<file path="src/rtl/game_flow_ctrl_if.sv">
// Signal bundle between the game sequencer and the rest of the game:
// player/ball events in, and level/score state plus reset pulses out.
interface game_flow_if;
  logic       start_btn;
  logic       brick_hit;
  logic       ball_lost;
  logic       victory_complete;
  logic       trigger_victory;
  logic       game_reset;
  logic       ball_enable;
  logic       game_over_on;
  logic [5:0] bricks_left;
  logic [1:0] lives;
  logic [9:0] score;
  logic [2:0] state_out;

  modport master (
    input  start_btn, brick_hit, ball_lost, victory_complete,
    output trigger_victory, game_reset, ball_enable, game_over_on,
           bricks_left, lives, score, state_out
  );

  modport slave (
    output start_btn, brick_hit, ball_lost, victory_complete,
    input  trigger_victory, game_reset, ball_enable, game_over_on,
           bricks_left, lives, score, state_out
  );
endinterface

</file>
<file path="src/rtl/game_flow_ctrl.sv">
// Game sequencer: tracks bricks, lives and score, drives the victory handoff
// and issues a one-cycle game_reset between rounds.
module game_flow_ctrl #(
  parameter int NUM_BRICKS       = 40,
  parameter int START_LIVES      = 3,
  parameter int POINTS_PER_BRICK = 1
) (
  input  logic         clk,
  input  logic         reset_n,
  game_flow_if.master  gf
);

  typedef enum logic [2:0] {
    S_IDLE      = 3'd0,
    S_PLAYING   = 3'd1,
    S_VICTORY   = 3'd2,
    S_GAME_OVER = 3'd3,
    S_RESTART   = 3'd4
  } state_t;

  state_t      state, state_nxt;
  logic        start_btn_q;
  logic        trigger_q;
  logic        win;
  logic [5:0]  bricks_left;
  logic [1:0]  lives;
  logic [9:0]  score;

  logic        start_edge;
  logic        hit;
  logic        last_hit;
  logic [10:0] score_sum;

  assign start_edge = gf.start_btn & ~start_btn_q;
  assign hit        = gf.brick_hit && (bricks_left != 6'd0);
  assign last_hit   = gf.brick_hit && (bricks_left == 6'd1);
  assign score_sum  = {1'b0, score} + 11'(POINTS_PER_BRICK);

  always_ff @(posedge clk or negedge reset_n) begin
    if (!reset_n) state <= S_IDLE;
    else          state <= state_nxt;
  end

  always_comb begin
    state_nxt = state;
    case (state)
      S_IDLE:      if (start_edge) state_nxt = S_PLAYING;
      // The last brick outranks a simultaneous ball loss.
      S_PLAYING: begin
        if (last_hit)                              state_nxt = S_VICTORY;
        else if (gf.ball_lost && lives <= 2'd1)    state_nxt = S_GAME_OVER;
      end
      S_VICTORY:   if (gf.victory_complete) state_nxt = S_RESTART;
      S_GAME_OVER: if (start_edge)          state_nxt = S_RESTART;
      S_RESTART:   state_nxt = S_IDLE;
      default:     state_nxt = S_IDLE;
    endcase
  end

  always_ff @(posedge clk or negedge reset_n) begin
    if (!reset_n) begin
      start_btn_q <= 1'b0;
      trigger_q   <= 1'b0;
      win         <= 1'b0;
      bricks_left <= 6'(NUM_BRICKS);
      lives       <= 2'(START_LIVES);
      score       <= 10'd0;
    end else begin
      start_btn_q <= gf.start_btn;
      trigger_q   <= (state == S_PLAYING) && last_hit;
      case (state)
        S_PLAYING: begin
          if (hit) begin
            bricks_left <= bricks_left - 6'd1;
            score       <= (score_sum > 11'd1023) ? 10'd1023 : score_sum[9:0];
          end
          if (gf.ball_lost && !last_hit && lives != 2'd0)
            lives <= lives - 2'd1;
        end
        S_VICTORY:   if (gf.victory_complete) win <= 1'b1;
        S_GAME_OVER: if (start_edge)          win <= 1'b0;
        // A won round carries its score into the next level.
        S_RESTART: begin
          bricks_left <= 6'(NUM_BRICKS);
          lives       <= 2'(START_LIVES);
          if (!win) score <= 10'd0;
        end
        default: ;
      endcase
    end
  end

  always_comb begin
    gf.ball_enable     = (state == S_PLAYING);
    gf.game_over_on    = (state == S_GAME_OVER);
    gf.game_reset      = (state == S_RESTART);
    gf.state_out       = state;
    gf.trigger_victory = trigger_q;
    gf.bricks_left     = bricks_left;
    gf.lives           = lives;
    gf.score           = score;
  end

endmodule

</file>
<file path="src/flat_wrapper.sv">
// flat-port wrapper written by rule: the top's interface ports become plain ports
module game_flow_ctrl_flat 
#(
  parameter int NUM_BRICKS       = 40,
  parameter int START_LIVES      = 3,
  parameter int POINTS_PER_BRICK = 1
)
  (clk, reset_n, gf_start_btn, gf_brick_hit, gf_ball_lost, gf_victory_complete, gf_trigger_victory, gf_game_reset, gf_ball_enable, gf_game_over_on, gf_bricks_left, gf_lives, gf_score, gf_state_out);
  game_flow_if gf_i ();
  input  logic clk;
  input  logic reset_n;
  input wire logic [$bits(gf_i.start_btn)-1:0] gf_start_btn;
  input wire logic [$bits(gf_i.brick_hit)-1:0] gf_brick_hit;
  input wire logic [$bits(gf_i.ball_lost)-1:0] gf_ball_lost;
  input wire logic [$bits(gf_i.victory_complete)-1:0] gf_victory_complete;
  output wire logic [$bits(gf_i.trigger_victory)-1:0] gf_trigger_victory;
  output wire logic [$bits(gf_i.game_reset)-1:0] gf_game_reset;
  output wire logic [$bits(gf_i.ball_enable)-1:0] gf_ball_enable;
  output wire logic [$bits(gf_i.game_over_on)-1:0] gf_game_over_on;
  output wire logic [$bits(gf_i.bricks_left)-1:0] gf_bricks_left;
  output wire logic [$bits(gf_i.lives)-1:0] gf_lives;
  output wire logic [$bits(gf_i.score)-1:0] gf_score;
  output wire logic [$bits(gf_i.state_out)-1:0] gf_state_out;
  assign gf_i.start_btn = gf_start_btn;
  assign gf_i.brick_hit = gf_brick_hit;
  assign gf_i.ball_lost = gf_ball_lost;
  assign gf_i.victory_complete = gf_victory_complete;
  assign gf_trigger_victory = gf_i.trigger_victory;
  assign gf_game_reset = gf_i.game_reset;
  assign gf_ball_enable = gf_i.ball_enable;
  assign gf_game_over_on = gf_i.game_over_on;
  assign gf_bricks_left = gf_i.bricks_left;
  assign gf_lives = gf_i.lives;
  assign gf_score = gf_i.score;
  assign gf_state_out = gf_i.state_out;
  game_flow_ctrl #(.NUM_BRICKS(NUM_BRICKS), .START_LIVES(START_LIVES), .POINTS_PER_BRICK(POINTS_PER_BRICK)) u_core (.clk(clk), .reset_n(reset_n), .gf(gf_i));
endmodule
</file>
<file path="config.mk">
export PLATFORM = sky130hd
export DESIGN_NAME = game_flow_ctrl_flat
export DESIGN_NICKNAME = d
export VERILOG_FILES = /design/src/rtl/game_flow_ctrl_if.sv /design/src/rtl/game_flow_ctrl.sv /design/src/flat_wrapper.sv
export SDC_FILE = /design/constraint.sdc
export NUM_CORES = 1
export LEC_CHECK = 0
export CAP_MARGIN = 20
export CORE_ASPECT_RATIO = 0.75
export CORE_MARGIN = 4
export CORE_UTILIZATION = 45
export DETAILED_ROUTE_END_ITERATION = 8
export PLACE_DENSITY = 0.83
export SLEW_MARGIN = 25
export SYNTH_ARGS = -nofsm -noshare
export SYNTH_HDL_FRONTEND = slang
export SYNTH_SLANG_ARGS = --single-unit
</file>
<file path="constraint.sdc">
create_clock -name clk -period 1.9 [get_ports clk]
set_input_delay 0.475 -clock clk [delete_from_list [all_inputs] [get_ports clk]]
set_output_delay 0.475 -clock clk [all_outputs]
set_load 0.05 [all_outputs]
</file>
After elaboration in Yosys (flattened, before gate mapping)

Cells that the tools add are included.

Output and inout port bits: 25
Register bits: 24

Muxes and demuxes: 17
Add/subtract/negate cells: 3
Reduce and logical (&&, ||, !) cells: 17
$lt $le $gt $ge: 2
Bitwise operators: 2
Eq/ne operators: 12

Operator list:

| cell                    | count |
|---|---|
| $mux W10                | 3 |
| $pmux W10 S2            | 1 |
| $mux W3                 | 5 |
| $pmux W3 S4             | 1 |
| $pmux W6 S2             | 1 |
| $add A10 B1 Y11 const B | 1 |
| $gt A11 B10 Y1 const B  | 1 |
| $ne A2 B1 Y1 const B    | 4 |
| $eq A3 B2 Y1 const B    | 2 |
| $eq A6 B1 Y1 const B    | 1 |
| $logic_and A1 B1 Y1     | 6 |
| $mux W6                 | 1 |
| $reduce_and A3 Y1       | 2 |
| $reduce_bool A2 Y1      | 3 |
| $reduce_bool A6 Y1      | 1 |
| $sub A6 B1 Y6 const B   | 1 |
| $ne A2 B2 Y1 const B    | 2 |
| $pmux W2 S2             | 1 |
| $reduce_and A2 Y1       | 2 |
| $reduce_and A4 Y1       | 1 |
| $eq A3 B1 Y1 const B    | 1 |
| $eq A3 B3 Y1 const B    | 1 |
| $logic_not A3 Y1        | 1 |
| $ne A3 B1 Y1 const B    | 1 |
| 8 further kinds         | 9 |

Longest topological paths before layout

Gate-level depths: netlist of run 1.

Depth after elaboration: 7
Gate-level depth with buffers: 8
Gate-level depth less buffers: 6

Least setup slack after synthesis of run 1

OpenSTA, ideal clock, no wires.

Kind: flip-flop to flip-flop
Start: reg u_core.state[2] (netlist: u_core.gf.state_out[2])
End: reg u_core.score[3] (netlist: u_core.gf.score[3])
Clock period less this slack: 2024 ps
Stages on the path, launching flop included: 9
Arrival time: 1905 ps
Setup slack: -124 ps
Path through: dfrtp_1 > inv_1 > or3_1 > buf_4 > inv_4 > and2b_1 > buf_4 > a41oi_1 > o21a_1

Longest elaborated chain between the ends: 3
Elaborated cells between the ends (all ways): 7
Those cells by class: eq/ne: 4; mux: 1; reduce/logical: 2

RTL lines:

| what                                                                | RTL line             | source |
|---|---|---|
| start, declared                                                     | game_flow_ctrl.sv:21 | `state_t state, state_nxt;` |
| start signal, assigned                                              | game_flow_ctrl.sv:41 | `else state <= state_nxt;` |
| $eq A3 B3 Y1 (*)                                                    | -                    |  |
| named net gf_game_reset                                             | flat_wrapper.sv:17   | `output wire logic [$bits(gf_i.game_reset)-1:0] gf_game_reset;` |
| $ne A2 B2 Y1 (no source line) or $reduce_bool A2 Y1 (tied branches) | -                    |  |
| $reduce_and A3 Y1 (no source line)                                  | -                    |  |
| end signal, assigned                                                | game_flow_ctrl.sv:75 | `score <= (score_sum > 11'd1023) ? 10'd1023 : score_sum[9:0];` |
| end, declared                                                       | game_flow_ctrl.sv:27 | `logic [9:0] score;` |

Mark *: on every way through the listed nets, which the timed path passes. The rest lies on a longest branch.
A chain may end at the register's enable or synchronous reset.

Worst setup path in the final report of run 1

Start: reg u_core.state[1] (netlist: u_core.gf.state_out[1])
End: out gf_game_reset

Longest elaborated chain between the ends: 1

RTL lines:

| what          | RTL line             | source |
|---|---|---|
| $eq A3 B3 Y1  | game_flow_ctrl.sv:96 | `gf.game_reset = (state == S_RESTART);` |
| end, declared | flat_wrapper.sv:17   |  |

No other way between the ends.

==> impl_metrics.sql, run 1 <==
INSERT INTO impl_metrics (metric_group, metric, value, unit) VALUES
('logic_synthesis', 'synth_top_cell_by_area', 'sky130_fd_sc_hd__dfrtp_1', ''),
('logic_synthesis', 'synth_area', '1350', 'um^2'),
('placed_design', 'post-place-cells', '206', ''),
('global_route', 'grt_antenna_before_repair', '0', ''),
('setup_path', 'reg2reg_depth', '5', ''),
('route', 'drtAntennaViolNets', '0', ''),
('worst_hold_path', 'worstHoldEndpoint', 'u_core.gf.score[0]', ''),
('logic_synthesis', 'yosys-top-cells-area', 'sky130_fd_sc_hd__dfrtp_1, sky130_fd_sc_hd__dfstp_2, sky130_fd_sc_hd__ha_1', ''),
('timing', 'slew_violations', '0', ''),
('logic_synthesis', 'ys_seq_area_share', '44.8', '%'),
('placed_design', 'port_buffers', '30', ''),
('timing', 'fin_crit', '1.86', 'ns'),
('job', 'drv_cap', '0', ''),
('layout', 'final_nets', '190', ''),
('outcome', 'outcome', 'finished, final reports clean', ''),
('pwr', 'irDropWorstVdd', '0.00103', 'V'),
('logic_synthesis', 'synth-edff-count', '0', ''),
('setup_path', 'timing.critical_path.required', '1.42', 'ns'),
('setup_path', 'timing.rr.start', 'u_core.gf.score[0]', ''),
('placed_design', 'dpl-instance-area', '1760', 'um^2'),
('global_route', 'globalRouteOverflowTotal', '0', ''),
('clocking', 'clock_path_buffers', '2', ''),
('timing', 'tightest_slew', '0.371', 'ns'),
('logic_synthesis', 'synth.net_count', '148', ''),
('global_route', 'global_route.usage.met1', '22.2', '%'),
('global_route', 'grt_pass1_wl', '5.33', 'mm'),
('timing', 'finalSetupViolations', '0', ''),
('route', 'drt_first_iter_violations', '66', ''),
('logic_synthesis', 'synth_async_sr_flop_share', '100', '%'),
('global_route', 'gr-usage-met3', '6.16', '%'),
('floorplan', 'initial_utilization', '49.3', '%'),
('timing', 'final_hold_viol_count', '0', ''),
('route', 'wl_per_cell', '14.6', 'um'),
('logic_synthesis', 'synth.distinct_cells', '42', ''),
('worst_hold_path', 'timing.hold.worst.start', 'u_core.gf.score[0]', ''),
('setup_path', 'worst-setup-path-type', 'register to output port', ''),
('timing', 'clock.fmax', '538', 'MHz'),
('global_route', 'grt_start_max_net_pins', '25', ''),
('floorplan', 'core_area', '2740', 'um^2'),
('setup_path', 'crit_fanout', '7', ''),
('timing', 'period_share', '97.9', '%'),
('floorplan', 'io_pins', '31', ''),
('clocking', 'clock_latency', '0.26', 'ns'),
('layout', 'fin_area', '1850', 'um^2'),
('setup_path', 'critPathLaunchType', 'register', ''),
('logic_synthesis', 'yosys.area.top_type_share', '37.0', '%'),
('clocking', 'cts_clock_pin_slew_for_the_worst_setup_and_hold_paths', '0.08', 'ns'),
('layout', 'fin_cells', '213', ''),
('setup_path', 'crit_chain', 'or3_4 > inv_6 > buf_12', ''),
('pwr', 'power_density', '1870', 'nW/um^2'),
('logic_synthesis', 'synthesis.instances', '136', ''),
('floorplan', 'die_height', '55.5', 'um'),
('floorplan', 'die_area', '3960', 'um^2'),
('timing', 'fin_skew', '0.00287', 'ns'),
('setup_path', 'timing.critical_path.slowest_stage_cell', 'sky130_fd_sc_hd__dfrtp_2', ''),
('placed_design', 'routabilityCongestion', '0.855', ''),
('layout', 'diodes', '0', ''),
('setup_path', 'arrival_worst_endpoint', '1.38', 'ns'),
('logic_synthesis', 'ys.warnings.count', '0', ''),
('global_route', 'grt_usage', '16.6', '%'),
('setup_path', 'timing.critical_path.to_type', 'output port', ''),
('global_route', 'busiest_layer', 'met2', ''),
('timing', 'slew-limit-headroom', '75.1', '%'),
('floorplan', 'row_count', '16', ''),
('clocking', 'numClockSinks', '24', ''),
('route', 'drt-pass1-iter-count', '4', ''),
('layout', 'relative_area_change_from_synthesis_to_final_layout', '36.7', '%'),
('global_route', 'gr-usage-met2', '24.6', '%'),
('setup_path', 'r2r_slack', '0.13', 'ns'),
('route', 'route.detailed.vias_per_inst', '5.51', ''),
('clocking', 'ctsHtreeMaxLevel', '1', '');
==> registers in the layout, summed over array words and instances, names as in the netlist <==
register / count
u_core.win: 1
u_core.gf.score: 10
u_core.gf.trigger_victory: 1
u_core.gf.bricks_left: 6
u_core.start_btn_q: 1
u_core.gf.lives: 2
u_core.gf.state_out: 3
==> kinds of logic after synthesis <==
kind of cell    Yosys count  synth area share, %
flops                    24                 44.8
xor+xnor                  4                 2.59
simple gates             51                 24.2
fa+ha+maj                 6                 5.55
buf+inv                  14                 4.72
mux                       2                 1.57
compound gates           35                 16.6
==> cell usage in the layout, fill, tap and decap left out, types with 2 or more instances in the layout <==
cell and instances:
sky130_fd_sc_hd__a211oi_1 2, sky130_fd_sc_hd__a21oi_1 12, sky130_fd_sc_hd__a31oi_1 4, sky130_fd_sc_hd__and2_1 4
sky130_fd_sc_hd__and3_1 4, sky130_fd_sc_hd__and4_1 4, sky130_fd_sc_hd__buf_12 7, sky130_fd_sc_hd__buf_4 28
sky130_fd_sc_hd__clkbuf_8 4, sky130_fd_sc_hd__clkdlybuf4s50_1 5, sky130_fd_sc_hd__dfrtp_1 15, sky130_fd_sc_hd__dfrtp_2 5
sky130_fd_sc_hd__dfstp_2 4, sky130_fd_sc_hd__ha_1 6, sky130_fd_sc_hd__inv_1 9, sky130_fd_sc_hd__nand2_1 7
sky130_fd_sc_hd__nand2b_1 3, sky130_fd_sc_hd__nand3_1 6, sky130_fd_sc_hd__nand4_1 3, sky130_fd_sc_hd__nor2_1 6
sky130_fd_sc_hd__nor2b_1 2, sky130_fd_sc_hd__nor3_1 3, sky130_fd_sc_hd__o21a_1 3, sky130_fd_sc_hd__o21ai_0 5
sky130_fd_sc_hd__xnor2_1 4
==> stage by stage <==
stage,power (mW),setup WS [ns],hold slack [ns],setup TNS (ns)
3_3_place_gp,3.00,-0.0584,0.506,-0.0756
6_report,3.46,0.0405,0.533,0
4_1_cts,3.41,0.00654,0.532,0
3_5_place_dp,3.06,-0.118,0.522,-0.778
5_1_grt,3.67,-0.0106,0.559,-0.0106
2_1_floorplan,2.30,0.0287,0.179,0
==> area by class of cell <==
type	count	area [um^2]
Inverter	11	46.3
Timing Repair Buffer	40	400
Fill cell	198	893
Sequential cell	24	612
Multi-Input combinational cell	98	691
Tap cell	36	45.0
Clock buffer	4	55.1
==> critical path, delay by kind of cell (launching register included) <==
| kind | cells | cell delay (ns) |
|---|---|---|
| flops | 1 | 0.46 |
| simple gates | 1 | 0.43 |
| buf+inv | 2 | 0.23 |
==> cell usage after synthesis, types with 3 or more instances <==
library cell               number
sky130_fd_sc_hd__dfrtp_1       20
sky130_fd_sc_hd__a21oi_1       12
sky130_fd_sc_hd__inv_1         10
sky130_fd_sc_hd__nand2_1        7
sky130_fd_sc_hd__ha_1           6
sky130_fd_sc_hd__nand3_1        6
sky130_fd_sc_hd__nor2_1         6
sky130_fd_sc_hd__o21ai_0        5
sky130_fd_sc_hd__a31oi_1        4
sky130_fd_sc_hd__and2_1         4
sky130_fd_sc_hd__and3_1         4
sky130_fd_sc_hd__and4_1         4
sky130_fd_sc_hd__dfstp_2        4
sky130_fd_sc_hd__xnor2_1        4
sky130_fd_sc_hd__nand2b_1       3
sky130_fd_sc_hd__nand4_1        3
sky130_fd_sc_hd__nor3_1         3
sky130_fd_sc_hd__o21a_1         3
==> per-layer routing <==
layer	part of all wire, %	vias up
met5	0	-
met4	1.6	0
met3	5.2	6
met2	48	30
met1	46	558
li1	-	580
==> worst max path at each step <==
stage                                          end              startpoint  cells after the start  slack, ns
after global routing                 gf_game_reset  u_core.gf.state_out[1]                      3      -0.01
final                                gf_game_reset  u_core.gf.state_out[1]                      3       0.04
after global placement    u_core.gf.bricks_left[5]            gf_brick_hit                      6      -0.06
after detailed placement  u_core.gf.bricks_left[4]            gf_brick_hit                      6      -0.12
after floorplan                     gf_ball_enable  u_core.gf.state_out[1]                      2       0.03
after CTS                           gf_ball_enable  u_core.gf.state_out[1]                      3      0.007
==> power breakdown <==
part | total [mW] | internal (mW) | switching (mW)
clock | 0.332 | 0.185 | 0.147
combinational | 2.07 | 0.822 | 1.24
sequential | 1.06 | 0.743 | 0.317
==> timing repair <==
item                                    CTS  global route
cloned                                    0             0
hold buffers                              0             0
endpoints found under the setup margin    2             2
pin swaps                                 0             1
setup buffers                             0             3
resized for setup                         2             3
Power figures use the tool's default switching activity.
==> run 2: changes to the inputs <==
- CELL_PAD_IN_SITES_DETAIL_PLACEMENT: default -> 1
- CELL_PAD_IN_SITES_GLOBAL_PLACEMENT: default -> 1
- CORE_UTILIZATION: 45 -> 37
- PLACE_DENSITY: 0.83 -> 0.88
- RECOVER_POWER: default -> 100
==> impl_metrics.sql, run 2 (synthesis results as in run 1) <==
INSERT INTO impl_metrics (metric_group, metric, value, unit) VALUES
('timing', 'min_hold_slack', '0.546', 'ns'),
('placed_design', 'port_buffers', '30', ''),
('job', 'drv_cap', '0', ''),
('layout', 'largest_reg_flops', '10', ''),
('layout', 'final_nets', '193', ''),
('global_route', 'grt_usage', '17.9', '%'),
('layout', 'seq_area', '612', 'um^2'),
('pwr', 'pwr-share-seq', '30.7', '%'),
('setup_path', 'r2r_slack', '0.10', 'ns'),
('clocking', 'clock_path_buffers', '2', ''),
('timing', 'tightest_slew', '0.633', 'ns'),
('setup_path', 'reg2reg_capture_point', 'u_core.gf.score[2]', ''),
('clocking', 'numCtsBuffers', '3', ''),
('route', 'drc_errors', '0', ''),
('layout', 'relative_area_change_from_synthesis_to_final_layout', '38.9', '%'),
('global_route', 'grt_start_max_net_pins', '25', ''),
('setup_path', 'crit_fanout', '6', ''),
('route', 'route.detailed.vias_per_inst', '5.47', ''),
('global_route', 'first_global_vias', '1291', ''),
('pwr', 'p_leak', '0.843', 'nW'),
('route', 'drt-pass1-iter-count', '4', ''),
('route', 'drtAntennaViolNets', '0', ''),
('global_route', 'grt_pass1_wl', '6.51', 'mm'),
('placed_design', 'routabilityCongestion', '0.877', ''),
('floorplan', 'initial_utilization', '39.8', '%'),
('timing', 'fin_skew', '0.00308', 'ns'),
('setup_path', 'worst-setup-path-type', 'register to output port', ''),
('layout', 'commonest_non_fill_non_tap_cell_in_the_layout', 'sky130_fd_sc_hd__buf_4', ''),
('pwr', 'p_int', '1.76', 'mW'),
('timing', 'period_share', '98.3', '%'),
('pwr', 'power.share.combinational', '59.5', '%'),
('floorplan', 'die_height', '60.4', 'um'),
('setup_path', 'arrival_worst_endpoint', '1.39', 'ns'),
('floorplan', 'io_pins', '31', ''),
('pwr', 'irDropWorstVdd', '0.00103', 'V'),
('setup_path', 'reg2reg_depth', '5', ''),
('layout', 'fin_area', '1880', 'um^2'),
('placed_design', 'dpl-instance-area', '1780', 'um^2'),
('route', 'finalWirelength', '4.04', 'mm'),
('layout', 'diodes', '0', ''),
('outcome', 'outcome', 'finished, final reports clean', ''),
('setup_path', 'timing.critical_path.slowest_stage_cell', 'sky130_fd_sc_hd__dfrtp_2', ''),
('timing', 'unrepaired_setup_endpoints_after_global_routing', 'true', ''),
('pwr', 'switching_portion_of_total_power', '50.8', '%'),
('clocking', 'cts.hold.buffers_added', '0', ''),
('clocking', 'clock_latency', '0.27', 'ns'),
('timing', 'finalSetupViolations', '0', ''),
('timing', 'slew_violations', '0', ''),
('setup_path', 'timing.critical_path.to_type', 'output port', ''),
('setup_path', 'critPathCapture', 'gf_game_reset', ''),
('pwr', 'share_of_power_burned_in_the_clock_network', '9.9', '%'),
('timing', 'slew-limit-headroom', '57.8', '%'),
('setup_path', 'timing.critical_path.required', '1.42', 'ns'),
('global_route', 'gr-usage-met2', '30.9', '%'),
('clocking', 'cts_clock_pin_slew_for_the_worst_setup_and_hold_paths', '0.08', 'ns'),
('clocking', 'ctsHtreeMaxLevel', '1', ''),
('global_route', 'busiest_layer', 'met2', ''),
('floorplan', 'core_area', '3400', 'um^2'),
('placed_design', 'hpwl', '2.74', 'mm'),
('pwr', 'power.switching', '1.82', 'mW'),
('setup_path', 'slowest_delay', '0.42', 'ns'),
('global_route', 'gr-usage-met3', '4.60', '%'),
('setup_path', 'worst_setup_path_startpoint', 'u_core.gf.state_out[2]', ''),
('layout', 'final_layout_size_suffix_gt1_share', '32.2', '%'),
('timing', 'clock.fmax', '535', 'MHz'),
('global_route', 'globalRouteOverflowTotal', '0', ''),
('global_route', 'global_route.usage.met1', '22.3', '%'),
('pwr', 'power_density', '1910', 'nW/um^2'),
('setup_path', 'crit_chain', 'inv_2 > or3_4 > inv_6 > buf_12', ''),
('floorplan', 'die_area', '4700', 'um^2'),
('timing', 'final_hold_viol_count', '0', ''),
('route', 'wl_per_cell', '17.5', 'um'),
('layout', 'layout_common_cells', 'sky130_fd_sc_hd__buf_4, sky130_fd_sc_hd__dfrtp_1, sky130_fd_sc_hd__a21oi_1', ''),
('layout', 'regMostFlops', 'u_core.gf.score', ''),
('clocking', 'root_buffer', 'sky130_fd_sc_hd__clkbuf_8', ''),
('setup_path', 'timing.rr.start', 'u_core.gf.bricks_left[4]', ''),
('timing', 'fin_crit', '1.87', 'ns'),
('setup_path', 'critPathLaunchType', 'register', ''),
('clocking', 'numClockSinks', '24', ''),
('clocking', 'tritoncts', 'built', ''),
('route', 'drt_first_iter_violations', '55', ''),
('layout', 'fillCellCount', '376', ''),
('global_route', 'grt_antenna_before_repair', '0', ''),
('route', 'vias', '1259', ''),
('floorplan', 'row_count', '18', ''),
('floorplan', 'die_width', '77.8', 'um'),
('worst_hold_path', 'min-delay-path-class', 'register to register', ''),
('layout', 'multiInputGateArea', '699', 'um^2');
## run 2: cell types whose count changed in the layout (fill, tap and decap cells not counted), sizes merged
cell,previous run,this run
clkdlybuf4s50,5,3
clkbuf,4,10
dlygate4sd3,0,2
buf,35,32
## run 2: cell type report
class	count	area share, %
Timing Repair Buffer	43	21.5
Sequential cell	24	32.6
Multi-Input combinational cell	98	37.2
Clock buffer	4	2.93
Inverter	11	2.47
Tap cell	50	3.33
## run 2: repair_timing
action | 4_1_cts | 5_1_grt
hold endpoints to repair | 0 | 0
gates resized for setup | 4 | 4
pin swaps | 1 | 1
buffers inserted | 0 | 6
setup endpoints to repair | 2 | 4
## run 2: how the worst min path moves through the flow
stage | depth (start not counted) | from | end
finish | 1 | u_core.gf.score[0] | u_core.gf.score[0]
global placement | 1 | u_core.gf.score[7] | u_core.gf.score[7]
floorplan | 0 | reset_n | u_core.gf.bricks_left[0]
CTS | 1 | u_core.gf.score[0] | u_core.gf.score[0]
detailed placement | 1 | u_core.gf.score[7] | u_core.gf.score[7]
global route | 1 | u_core.gf.score[0] | u_core.gf.score[0]
## run 2: per-stage QoR
step                      cells  power, mW  utilization [%]  setup TNS [ns]  setup slack, ns
after floorplan             136       2.30                -               0           0.0287
after global placement      220       3.02             52.3         -0.0880          -0.0630
after detailed placement    220       3.11             52.3          -0.486           -0.128
after CTS                   224       3.53             54.2               0          0.00916
after global routing        230       3.76             55.2         -0.0438          -0.0170
final                       230       3.58             55.2               0           0.0315
## run 2: worst max-delay path, delay by kind of cell, from the launching register on
kind | cells | cell delay, ns
AND/OR/NAND/NOR | 1 | 0.40
flip-flops | 1 | 0.42
buffers and inverters | 3 | 0.30
## run 2: metal layers
metal | vias to the layer above | wire (um)
met5 | - | 0
met4 | 0 | 58
met3 | 10 | 178
met2 | 32 | 2060
met1 | 640 | 1740
li1 | 577 | -
## run 2: power by group through the flow
stage / registers (mW) / clock network, mW / logic (mW)
floorplan: 1.60 / 0 / 0.693
global placement: 1.06 / 0 / 1.96
detailed placement: 1.09 / 0 / 2.02
CTS: 1.10 / 0.370 / 2.06
global route: 1.14 / 0.384 / 2.24
finish: 1.10 / 0.354 / 2.13
